==> src/rtl/irq_ctrl.sv <==
// Priority interrupt controller between peripheral request lines and the CPU core.
//
// Level requests are gated by the global interrupt enable. The lowest-numbered active source
// wins. Its vector (index + VEC_OFFSET) is presented to the CPU together with cpu_irq. When
// the CPU accepts the request, the winning source gets a one-cycle interrupt_executed pulse
// so that it clears its flag. After RETI there is one gap cycle before a new request can be
// arbitrated.
//
// Ports:
//   clk                          system clock, rising edge
//   rst                          asynchronous active-high reset
//   irq_req[NUM_SRC]             level requests, bit i = source i (0 = highest priority)
//   status_reg_interrupt_enable  global I-flag
//   cpu_ack                      CPU accepts the presented interrupt (pulse)
//   cpu_reti                     CPU executed return-from-interrupt (pulse)
//   cpu_irq                      interrupt request to the CPU (registered)
//   cpu_vector[VEC_W]            vector of the presented interrupt (registered)
//   interrupt_executed[NUM_SRC]  one-hot, one-cycle pulse to the serviced source (registered)
//   in_service                   high while a handler is active (registered)
module irq_ctrl #(
  parameter int unsigned NUM_SRC    = 8,
  parameter int unsigned VEC_W      = 8,
  parameter int unsigned VEC_OFFSET = 1
) (
  input  logic               clk,
  input  logic               rst,
  input  logic [NUM_SRC-1:0] irq_req,
  input  logic               status_reg_interrupt_enable,
  input  logic               cpu_ack,
  input  logic               cpu_reti,
  output logic               cpu_irq,
  output logic [VEC_W-1:0]   cpu_vector,
  output logic [NUM_SRC-1:0] interrupt_executed,
  output logic               in_service
);

  localparam int unsigned IdxW = (NUM_SRC > 1) ? $clog2(NUM_SRC) : 1;

  typedef enum logic [1:0] {
    StIdle,
    StPend,
    StServ,
    StGap
  } state_e;

  state_e             state_q, state_d;
  logic [IdxW-1:0]    idx_q, idx_d;
  logic               cpu_irq_q, cpu_irq_d;
  logic [VEC_W-1:0]   cpu_vector_q, cpu_vector_d;
  logic [NUM_SRC-1:0] executed_q, executed_d;
  logic               in_service_q, in_service_d;

  logic [IdxW-1:0]    winner;
  logic [VEC_W-1:0]   winner_vec;
  logic               valid;
  logic               ack_ok;

  // Priority encoder: iterate from the top so the lowest set bit is written last.
  always_comb begin
    winner = '0;
    for (int i = NUM_SRC - 1; i >= 0; i--) begin
      if (irq_req[i]) begin
        winner = IdxW'(i);
      end
    end
  end

  assign winner_vec = VEC_W'(winner) + VEC_W'(VEC_OFFSET);
  assign valid      = (|irq_req) && status_reg_interrupt_enable;
  // An ack only counts while the latched source still requests; otherwise cancel wins.
  assign ack_ok     = cpu_ack && irq_req[idx_q];

  always_comb begin
    state_d      = state_q;
    idx_d        = idx_q;
    cpu_irq_d    = 1'b0;
    cpu_vector_d = cpu_vector_q;
    executed_d   = '0;
    in_service_d = in_service_q;

    unique case (state_q)
      StIdle: begin
        in_service_d = 1'b0;
        if (valid) begin
          state_d      = StPend;
          idx_d        = winner;
          cpu_vector_d = winner_vec;
          cpu_irq_d    = 1'b1;
        end
      end

      StPend: begin
        if (ack_ok) begin
          // Vector is left frozen at its value at ack.
          state_d           = StServ;
          executed_d[idx_q] = 1'b1;
          in_service_d      = 1'b1;
        end else if (valid) begin
          // Re-arbitrate every cycle so a higher-priority source preempts the pending one
          // without cpu_irq dropping.
          idx_d        = winner;
          cpu_vector_d = winner_vec;
          cpu_irq_d    = 1'b1;
        end else begin
          state_d = StIdle;
        end
      end

      StServ: begin
        if (cpu_reti) begin
          state_d      = StGap;
          in_service_d = 1'b0;
        end
      end

      StGap: begin
        // One instruction executes after RETI before any new request is considered.
        state_d = StIdle;
      end

      default: begin
        state_d = StIdle;
      end
    endcase
  end

  always_ff @(posedge clk or posedge rst) begin
    if (rst) begin
      state_q      <= StIdle;
      idx_q        <= '0;
      cpu_irq_q    <= 1'b0;
      cpu_vector_q <= '0;
      executed_q   <= '0;
      in_service_q <= 1'b0;
    end else begin
      state_q      <= state_d;
      idx_q        <= idx_d;
      cpu_irq_q    <= cpu_irq_d;
      cpu_vector_q <= cpu_vector_d;
      executed_q   <= executed_d;
      in_service_q <= in_service_d;
    end
  end

  assign cpu_irq            = cpu_irq_q;
  assign cpu_vector         = cpu_vector_q;
  assign interrupt_executed = executed_q;
  assign in_service         = in_service_q;

endmodule

==> config.mk <==
export PLATFORM = sky130hd
export DESIGN_NAME = irq_ctrl
export DESIGN_NICKNAME = d
export VERILOG_FILES = /design/src/rtl/irq_ctrl.sv
export SDC_FILE = /design/constraint.sdc
export NUM_CORES = 1
export LEC_CHECK = 0
export BUFFER_PORTS_ARGS = -buffer_cell sky130_fd_sc_hd__buf_4
export CAP_MARGIN = 25
export CORE_MARGIN = 2
export CORE_UTILIZATION = 44
export DETAILED_ROUTE_END_ITERATION = 16
export PLACE_DENSITY = 0.73
export SYNTH_ARGS = -nofsm -noshare
export SYNTH_HDL_FRONTEND = slang
export SYNTH_SLANG_ARGS = --single-unit
==> constraint.sdc <==
create_clock -name clk -period 1.8 [get_ports clk]
set_input_delay 0 -clock clk [delete_from_list [all_inputs] [get_ports clk]]
set_output_delay 0 -clock clk [all_outputs]
set_load 0.005 [all_outputs]
# Yosys cells after proc, flatten, opt, wreduce, memory -nomap -nowiden
# Cells that the tools add are included.
dict set report totals {
  out_inout_bits 18
  input_bits 13
  ff_bits 23
  elab_cells 58
}
dict set report op_classes {
  n_eq_ne 8
  magnitude_cmp 2
  reduce_logical 10
  n_mux 31
  n_addsub 1
}
# op count
set op_table {}
lappend op_table {{$mux W8} 4}
lappend op_table {{$mux W3} 10}
lappend op_table {{$pmux W8 S2} 1}
lappend op_table {{$mux W2} 4}
lappend op_table {{$ne A2 B2 Y1 const B} 4}
lappend op_table {{$pmux W2 S4} 1}
lappend op_table {{$reduce_or A8 Y1} 1}
lappend op_table {{$mux W1} 6}
lappend op_table {{$pmux W3 S2} 1}
lappend op_table {{$reduce_and A3 Y1} 2}
lappend op_table {{$add A3 B1 Y4 const B} 1}
lappend op_table {{$eq A2 B2 Y1 const B} 2}
lappend op_table {{$lt A3 B4 Y1 const B} 1}
lappend op_table {{$bmux W1 S3} 1}
lappend op_table {{$demux W1 S3} 1}
lappend op_table {{$ge A3 B1 Y1 const B} 1}
lappend op_table {{$logic_and A1 B1 Y1} 3}
lappend op_table {{$ne A3 B3 Y1 const B} 1}
lappend op_table {{$pmux W1 S3} 1}
lappend op_table {{$reduce_bool A3 Y1} 1}
lappend op_table {{$eq A2 B1 Y1 const B} 1}
lappend op_table {{$logic_not A2 Y1} 1}
lappend op_table {{$pmux W1 S2} 1}
lappend op_table {{$reduce_and A2 Y1} 1}
lappend op_table {{$reduce_bool A2 Y1} 1}

# Logic depth before layout (Yosys ltp)
# Gate-level depths: netlist (run 1).
dict set report depth {
  depth_word 12
  depth_mapped 7
}

# Worst setup path after synthesis (run 1)
# No wires, ideal clock.
dict set report synth_timing {
  kind {reg2reg}
  startpoint {register idx_q[1]}
  endpoint {register idx_q[2]}
  period_less_slack_ps 1815
  path_stages_with_launch 7
  slack_ps -15
  arrival_ps 1690
  t_required_ps 1675
  path_buffers 2
  cell_sequence {dfrtp_1 buf_6 mux2i_1 a221o_1 o31ai_2 buf_6 mux2_4}
}
dict set report synth_via {
  elab_chain_len 5
}
# item line
set synth_rtl {}
lappend synth_rtl {{start, declared} 47} ;# logic [IdxW-1:0] idx_q, idx_d;
lappend synth_rtl {{start signal, assigned} 137} ;# idx_q <= idx_d;
lappend synth_rtl {{$bmux W1 S3} 71} ;# assign ack_ok = cpu_ack && irq_req[idx_q];
lappend synth_rtl {{$mux W1 (implied by the code)} 71}
lappend synth_rtl {{$logic_and A1 B1 Y1} 71}
lappend synth_rtl {{$ne A2 B2 Y1 (no line)} -}
lappend synth_rtl {{$reduce_and A2 Y1 (no line)} -}
# Every way passes these cells. The select of a mux whose other input is x is not followed.
# A chain may end at the register's enable or synchronous reset.

# Worst setup path in the final report (run 1)
dict set report layout_timing {
  startpoint {register idx_q[1]}
  endpoint {register cpu_vector_q[0], in the netlist cpu_vector[0]}
}
dict set report layout_via {
  elab_chain_len 5
}
# item line
set layout_rtl {}
lappend layout_rtl {{$bmux W1 S3} 71}
lappend layout_rtl {{$mux W1 (implied by the code)} 71}
lappend layout_rtl {{$logic_and A1 B1 Y1} 71}
lappend layout_rtl {{$ne A2 B2 Y1 (no line)} -}
lappend layout_rtl {{$reduce_and A2 Y1 (no line)} -}
lappend layout_rtl {{end signal, assigned} 139} ;# cpu_vector_q <= cpu_vector_d;
lappend layout_rtl {{end, declared} 49} ;# logic [VEC_W-1:0] cpu_vector_q, cpu_vector_d;
# Every way passes these cells. The select of a mux whose other input is x is not followed.

==> out/metrics.yaml, run 1 <==
timing:
  finalHoldViolations: 0
  holdWs_ps: 38.3
  slew_violations: 0
  period_minus_slack_ps: 1790
  fin_skew_ps: 9.19
  setup_viol: 0
  rsz0062_at_grt: "yes"
  fmax_mhz: 558
  tightest_slew_ps: 671
  relSlewSlack_pct: 55.2
  fin_crit_sh_pct: 99.5
grt:
  first_global_vias: 777
  grt_util_all_layers_pct: 16.4
  overflow: 0
  grt_max_degree: 20
  grt_pass1_wl_mm: 3.21
  antenna_found_initial: 0
cells_and_area:
  antenna_cells: 0
  area_delta_synth_final_pct: 30.3
  final_util_pct: 62.5
  final_layout_size_suffix_gt1_share_pct: 33.8
  nNetsFinal: 147
floorplan:
  dieArea_sq_um: 2600
  io_pins: 31
  die_w_microns: 50.9
  start_util_pct: 48.0
  fp.coreArea_sq_um: 2020
  die_y_microns: 50.9
  row_count: 16
worst_setup_path:
  startpoint_type: "flop"
  arrival_ps: 1970
  path_buf_inv: 1
  crit_fanout: 7
  crit_type: "reg -> reg"
  crit_path_top_delay_cell: "dfrtp_2"
  critPathTopFamily: "compound AO/OA/AOI/OAI gates"
  cp.required_ps: 1980
  max_stage_delay_ps: 430
  endpoint_kind: "flop"
  crit_chain: "mux2_2, o22ai_1, o31ai_2, buf_4, a211o_2, o21a_1"
clock_tree:
  cts_tree: "built"
  clockBufferDepth: 2
  clkSlewWorstSetupHoldPaths_ps: 110
  cts_max_level: 1
  root_buffer: "clkbuf_4"
  cts_made_buffers: 3
  cts_sinks: 19
  clk_latency_ps: 290
power_and_ir_drop:
  leakagePower_nw: 0.616
  power.switching_mw: 0.438
  p_sw_share_pct: 33.6
  seqPwrFrac_pct: 44.5
  comb_power_share_pct: 39.8
  pwr-share-clk_pct: 15.7
  vdd_drop_max_mv: 0.554
  internal_power_mw: 0.864
  p_per_area_nw_per_um2: 1030
logic_synthesis:
  synth_flop_cell: "dfrtp_1"
  synth_enable_flop_cells: 0
  avgSynthCellArea_sq_um: 9.79
  synth-seq-cells: 19
  syn-instance-count: 99
  syn_area_sq_um: 970
  synthArstFlopShare_pct: 100
  synth_top_area_share_pct: 49.0
  seq_area_frac_synth_pct: 49.0
  yosysWarnings: 0
  yosysUniqueCellTypes: 33
  yosysTopAreaCell: "dfrtp_1"
  synth.area.top_cells: "dfrtp_1, mux2i_1, nor3_1"
placement:
  dpl.hpwl_mm: 1.49
  gp_congestion: 0.912
  portBuffers: 26
drt:
  wl_mm: 1.83
  vias_per_cell: 5.00
  via_count: 800
  drt_iter0_markers: 7
  firstDrtPassIters: 4
  post_drt_wl_per_cell_microns: 11.5
  drc: 0
  ant_nets: 0
outcome:
  status: "complete, no violations"
flow_run:
  drv_cap: 0
hold_path:
  hp-class: "in -> reg"
[registers in the layout (all words and copies together) (netlist names), named ones only]
| register | flops |
|---|---|
| in_service | 1 |
| cpu_vector | 4 |
| state_q | 1 |
| cpu_irq | 1 |
| interrupt_executed | 8 |
| idx_q | 3 |
[layout by cell type, fill, tap and decap left out, types with 2 or more instances in the layout]
master / count
buf_4: 32
dfrtp_1: 18
nor2_1: 8
inv_1: 8
nand2_1: 7
nor3_1: 6
o21ai_0: 5
nor4_1: 4
nand2b_1: 4
conb_1: 4
mux2i_1: 3
a21oi_1: 3
clkbuf_4: 3
nor2b_1: 2
mux2_2: 2
o22ai_1: 2
nor4b_1: 2
o31ai_1: 2
dlygate4sd3_1: 2
[synthesized netlist by cell type (2+ instances only)]
cell,count
nor2_1,8
buf_4,4
mux2_2,2
nand2b_1,4
dfrtp_1,19
nor2b_1,2
o21ai_0,5
buf_6,2
nor4b_1,2
nand2_1,7
inv_1,8
o31ai_1,2
o22ai_1,2
nor4_1,4
nor3_1,6
a21oi_1,3
mux2i_1,3
[metrics by stage]
step	cells	power, mW	setup slack, ps	TNS (ps)	cell area [sq um]
2_1_floorplan	102	0.897	-13.9	-13.9	982
3_3_place_gp	154	1.09	40.4	0	1210
3_5_place_dp	154	1.10	-11.1	-11.1	1210
4_1_cts	160	1.31	13.1	0	1260
5_1_grt	160	1.41	-101	-612	1260
6_report	160	1.30	8.96	0	1260
[per-layer routing]
| metal | part of all wire (%) | global-route usage (%) | up-vias |
|---|---|---|---|
| met5 | 0 | 0 | - |
| met4 | 1.5 | 10.8 | 0 |
| met3 | 4.5 | 2.05 | 2 |
| met2 | 49 | 26.0 | 21 |
| met1 | 45 | 20.9 | 373 |
| li1 | - | - | 404 |
[power by group through the flow]
stage / sequential, mW / combinational (mW) / clock (mW)
after floorplan: 0.571 / 0.326 / 0
after global placement: 0.581 / 0.505 / 0
after detailed placement: 0.587 / 0.517 / 0
after CTS: 0.579 / 0.523 / 0.213
after global routing: 0.592 / 0.573 / 0.241
final: 0.580 / 0.519 / 0.205
[cell type report]
| type | instances | area (sq um) |
|---|---|---|
| fillers | 184 | 758 |
| clock buffers | 3 | 22.5 |
| well taps | 27 | 33.8 |
| flip-flops and latches | 19 | 477 |
| inverters | 9 | 36.3 |
| clock inverters | 1 | 5.00 |
| repair buffers | 35 | 280 |
| multi-input cells | 66 | 409 |
[timing repair]
item / 4_1_cts / 5_1_grt
hold buffers: 2 / 0
pin swaps: 1 / 0
setup buffers: 0 / 0
endpoints found under the setup margin: 2 / 10
resized for setup: 1 / 0
hold endpoints to repair: 20 / 0
[tightest hold or removal path: stages]
cell	delay [ps]
buf_4	80
a21oi_1	60
o22ai_1	140
[worst paths after layout]
path	startpoint	end	slack (ps)	cells past startpoint
max in group asynchronous	rst	idx_q[1]	980	3
worst max register to register	idx_q[1]	cpu_vector[0]	9	6
min in group asynchronous	rst	interrupt_executed[3]	360	3
worst max-delay path	idx_q[1]	cpu_vector[0]	9	6
worst min register to register	cpu_vector[3]	cpu_vector[3]	480	2
worst min-delay path	cpu_reti	state_q[0]	40	3
[cell families (layout without fill, tap and decap cells)]
kind of cell           after synthesis  in the layout  synth area share (%)
multiplexers                         6              6                  6.97
flip-flops                          19             19                  49.0
AO/OA/AOI/OAI                       19             19                  13.4
buffers and inverters               17             48                  9.94
XOR/XNOR                             1              1                 0.903
other                                1              4                 0.387
AND/OR/NAND/NOR                     36             36                  19.4
(Power assumes the default switching activity.)
==> run 2, diff against run 1 <==
ABC_AREA = 1   (was default)
CORE_UTILIZATION = 45   (was 44)
PLACE_DENSITY = 0.74   (was 0.73)
==> out/metrics.yaml, run 2 <==
worst_setup_path:
  startpoint_type: "flop"  # unchanged
  path_buf_inv: 1  # unchanged
  r2r-start: "idx_q[0]"  # was idx_q[1]
  crit_type: "reg -> reg"  # unchanged
  critPathTopFamily: "simple AND/OR/NAND/NOR gates"  # was compound AO/OA/AOI/OAI gates
  crit_chain: "inv_1, nand4_1, nand2_1, nor2_1, nand2_4, nand3_1, o21ai_0"  # was mux2_2, o22ai_1, o31ai_2, buf_4, a211o_2, o21a_1
  endpoint_kind: "flop"  # unchanged
  cp.required_ps: 1970  # was 1980 ps
  arrival_ps: 1810  # was 1970 ps
  crit_fanout: 11  # was 7
  startpoint: "idx_q[0]"  # was idx_q[1]
  max_stage_delay_ps: 530  # was 430 ps
  crit_path_top_delay_cell: "dfrtp_1"  # was dfrtp_2
logic_synthesis:
  avgSynthCellArea_sq_um: 7.41  # was 9.79 sq um
  yosysMostFrequentCell: "nand2_1"  # was dfrtp_1
  yosys-top-cells-count: "nand2_1, dfrtp_1, nand3_1, nor2_1, inv_1"  # was dfrtp_1, inv_1, nor2_1
  synth_top_family_by_area: "simple AND/OR/NAND/NOR gates"  # unchanged
  yosysWarnings: 0  # unchanged
  synth_enable_flop_cells: 0  # unchanged
  syn-instance-count: 141  # was 99
  synthMuxAreaShare_pct: 0  # was 6.97%
  seq_area_frac_synth_pct: 45.5  # was 49.0%
  synth.area.top_cells: "dfrtp_1, nand2_1, nand3_1"  # was dfrtp_1, mux2i_1, nor3_1
  synthArstFlopShare_pct: 100  # unchanged
  yosysTopAreaCell: "dfrtp_1"  # unchanged
  synth_top_area_share_pct: 45.5  # was 49.0%
  synth_simple_gate_area_share_pct: 40.6  # was 19.4%
  syn_area_sq_um: 1040  # was 970 sq um
  synth_flop_cell: "dfrtp_1"  # unchanged
  synth-compound-area-share_pct: 2.40  # was 13.4%
  yosysUniqueCellTypes: 15  # was 33
  synth_fa_ha_area_share_pct: 0  # unchanged
  synth_xor_area_share_pct: 0  # was 0.903%
  synth-seq-cells: 19  # unchanged
flow_run:
  drv_cap: 0  # unchanged
timing:
  fmax_mhz: 608  # was 558 MHz
  fin_crit_sh_pct: 91.4  # was 99.5%
  setup_slack_ps: 156  # was 8.96 ps
  period_minus_slack_ps: 1640  # was 1790 ps
  slew_violations: 0  # unchanged
  setup_viol: 0  # unchanged
  rsz0062_at_grt: "no"  # was yes
  fin_tns_setup_ps: 0  # unchanged
  relSlewSlack_pct: 52.9  # was 55.2%
  holdWs_ps: 26.6  # was 38.3 ps
  tightest_slew_ps: 706  # was 671 ps
  fin_skew_ps: 2.55  # was 9.19 ps
  finalHoldViolations: 0  # unchanged
drt:
  drt_iter0_markers: 18  # was 7
  vias_per_cell: 4.93  # was 5.00
  via_count: 971  # was 800
  post_drt_wl_per_cell_microns: 11.1  # was 11.5 microns
  ant_nets: 0  # unchanged
  firstDrtPassIters: 4  # unchanged
  wl_mm: 2.18  # was 1.83 mm
  drc: 0  # unchanged
cells_and_area:
  final_layout_size_suffix_gt1_share_pct: 20.7  # was 33.8%
  final_area_sq_um: 1270  # was 1260 sq um
  nFillCells: 217  # was 184
  area_delta_synth_final_pct: 21.9  # was 30.3%
  final_cell_mix: "nand2_1, buf_4, dfrtp_1"  # was buf_4, dfrtp_1, nor2_1, inv_1, nand2_1
  largest_reg_flops: 8  # unchanged
  final_util_pct: 57.6  # was 62.5%
  antenna_cells: 0  # unchanged
  final_common_cell: "nand2_1"  # was buf_4
  final_cells: 197  # was 160
  nNetsFinal: 183  # was 147
outcome:
  status: "complete, no violations"  # unchanged
clock_tree:
  cts_max_level: 1  # unchanged
  clk_latency_ps: 290  # about the same
  cts_tree: "built"  # unchanged
  clockBufferDepth: 2  # unchanged
  cts_made_buffers: 3  # unchanged
  clkSlewWorstSetupHoldPaths_ps: 110  # about the same
  root_buffer: "clkbuf_4"  # unchanged
  cts_sinks: 19  # unchanged
  cts_setup_buffers: 0  # unchanged
grt:
  grt_pass1_wl_mm: 3.58  # was 3.21 mm
  overflow: 0  # unchanged
  first_global_vias: 892  # was 777
  antenna_found_initial: 0  # unchanged
  grt_max_degree: 20  # unchanged
  grt_util_all_layers_pct: 17.8  # was 16.4%
floorplan:
  dieArea_sq_um: 2720  # was 2600 sq um
  fp.coreArea_sq_um: 2210  # was 2020 sq um
  row_count: 17  # was 16
  die_y_microns: 52.2  # was 50.9 microns
  die_w_microns: 52.2  # was 50.9 microns
  start_util_pct: 47.2  # was 48.0%
  io_pins: 31  # unchanged
placement:
  dp_cells: 192  # was 154
  place_ws_ps: 173  # was -11.1 ps
  portBuffers: 26  # unchanged
  dpl.hpwl_mm: 1.72  # was 1.49 mm
  gp_congestion: 1.04  # was 0.912
  placed_area_sq_um: 1240  # was 1210 sq um
power_and_ir_drop:
  p_per_area_nw_per_um2: 1030  # about the same
  total_power_mw: 1.31  # was 1.30 mW
  leakagePower_nw: 0.732  # was 0.616 nW
  vdd_drop_max_mv: 0.695  # was 0.554 mV
hold_path:
  hp-class: "in -> reg"  # unchanged
  min_from: "cpu_ack"  # was cpu_reti
[run 2: cell types whose count changed in the layout (fill, tap and decap cells not counted), sizes merged, moves of 7 or more]
cell,previous run,this run
nor2,8,20
nand3,0,19
inv,9,18
buf,33,26
nand2,8,45
[run 2: path summary, 6_finish.rpt]
kind / to / slack (ps) / depth (start not counted)
min reg2reg: in_service / 490 / 2
min in group asynchronous: interrupt_executed[0] / 360 / 3
max: flop / 160 / 7
min: interrupt_executed[5] / 30 / 3
max reg2reg: flop / 160 / 7
max in group asynchronous: idx_q[1] / 990 / 3
[run 2: tightest hold or removal path, delay by kind of cell]
| family | cells | cell delay (ps) |
|---|---|---|
| buffers and inverters | 1 | 130 |
| and+or+nand+nor | 2 | 160 |
[run 2: power breakdown]
group / internal [mW] / switching, mW
registers: 0.516 / 0.103
clock network: 0.0863 / 0.129
logic: 0.196 / 0.276
[run 2: timing repair]
| item | 4_1_cts | 5_1_grt |
|---|---|---|
| hold buffers | 1 | 0 |
| gates resized for setup | 0 | 0 |
| endpoints found under the hold margin | 19 | 0 |
[run 2: kinds of logic after synthesis]
logic type | after synthesis
simple gates | 92
compound gates | 5
other cells | 1
buf+inv | 24
flops | 19
[run 2: metal layers]
| metal | share of wire, % | wire [microns] | up-vias | track usage, % |
|---|---|---|---|---|
| met3 | 4.2 | 91 | 6 | 2.57 |
| li1 | - | - | 490 | - |
| met2 | 51 | 1120 | 26 | 33.5 |
| met5 | 0 | 0 | - | 0 |
| met4 | 1.9 | 42 | 0 | 7.69 |
| met1 | 43 | 927 | 449 | 19.5 |
[run 2: cell type report]
| cell class | count | area (sq um) | area share, % |
|---|---|---|---|
| Clock buffer | 4 | 26.3 | 2.06 |
| Inverter | 18 | 67.6 | 5.30 |
| Multi-Input combinational cell | 101 | 464 | 36.4 |
| Sequential cell | 19 | 475 | 37.3 |
| Tap cell | 28 | 35.0 | 2.75 |
| Timing Repair Buffer | 27 | 205 | 16.1 |
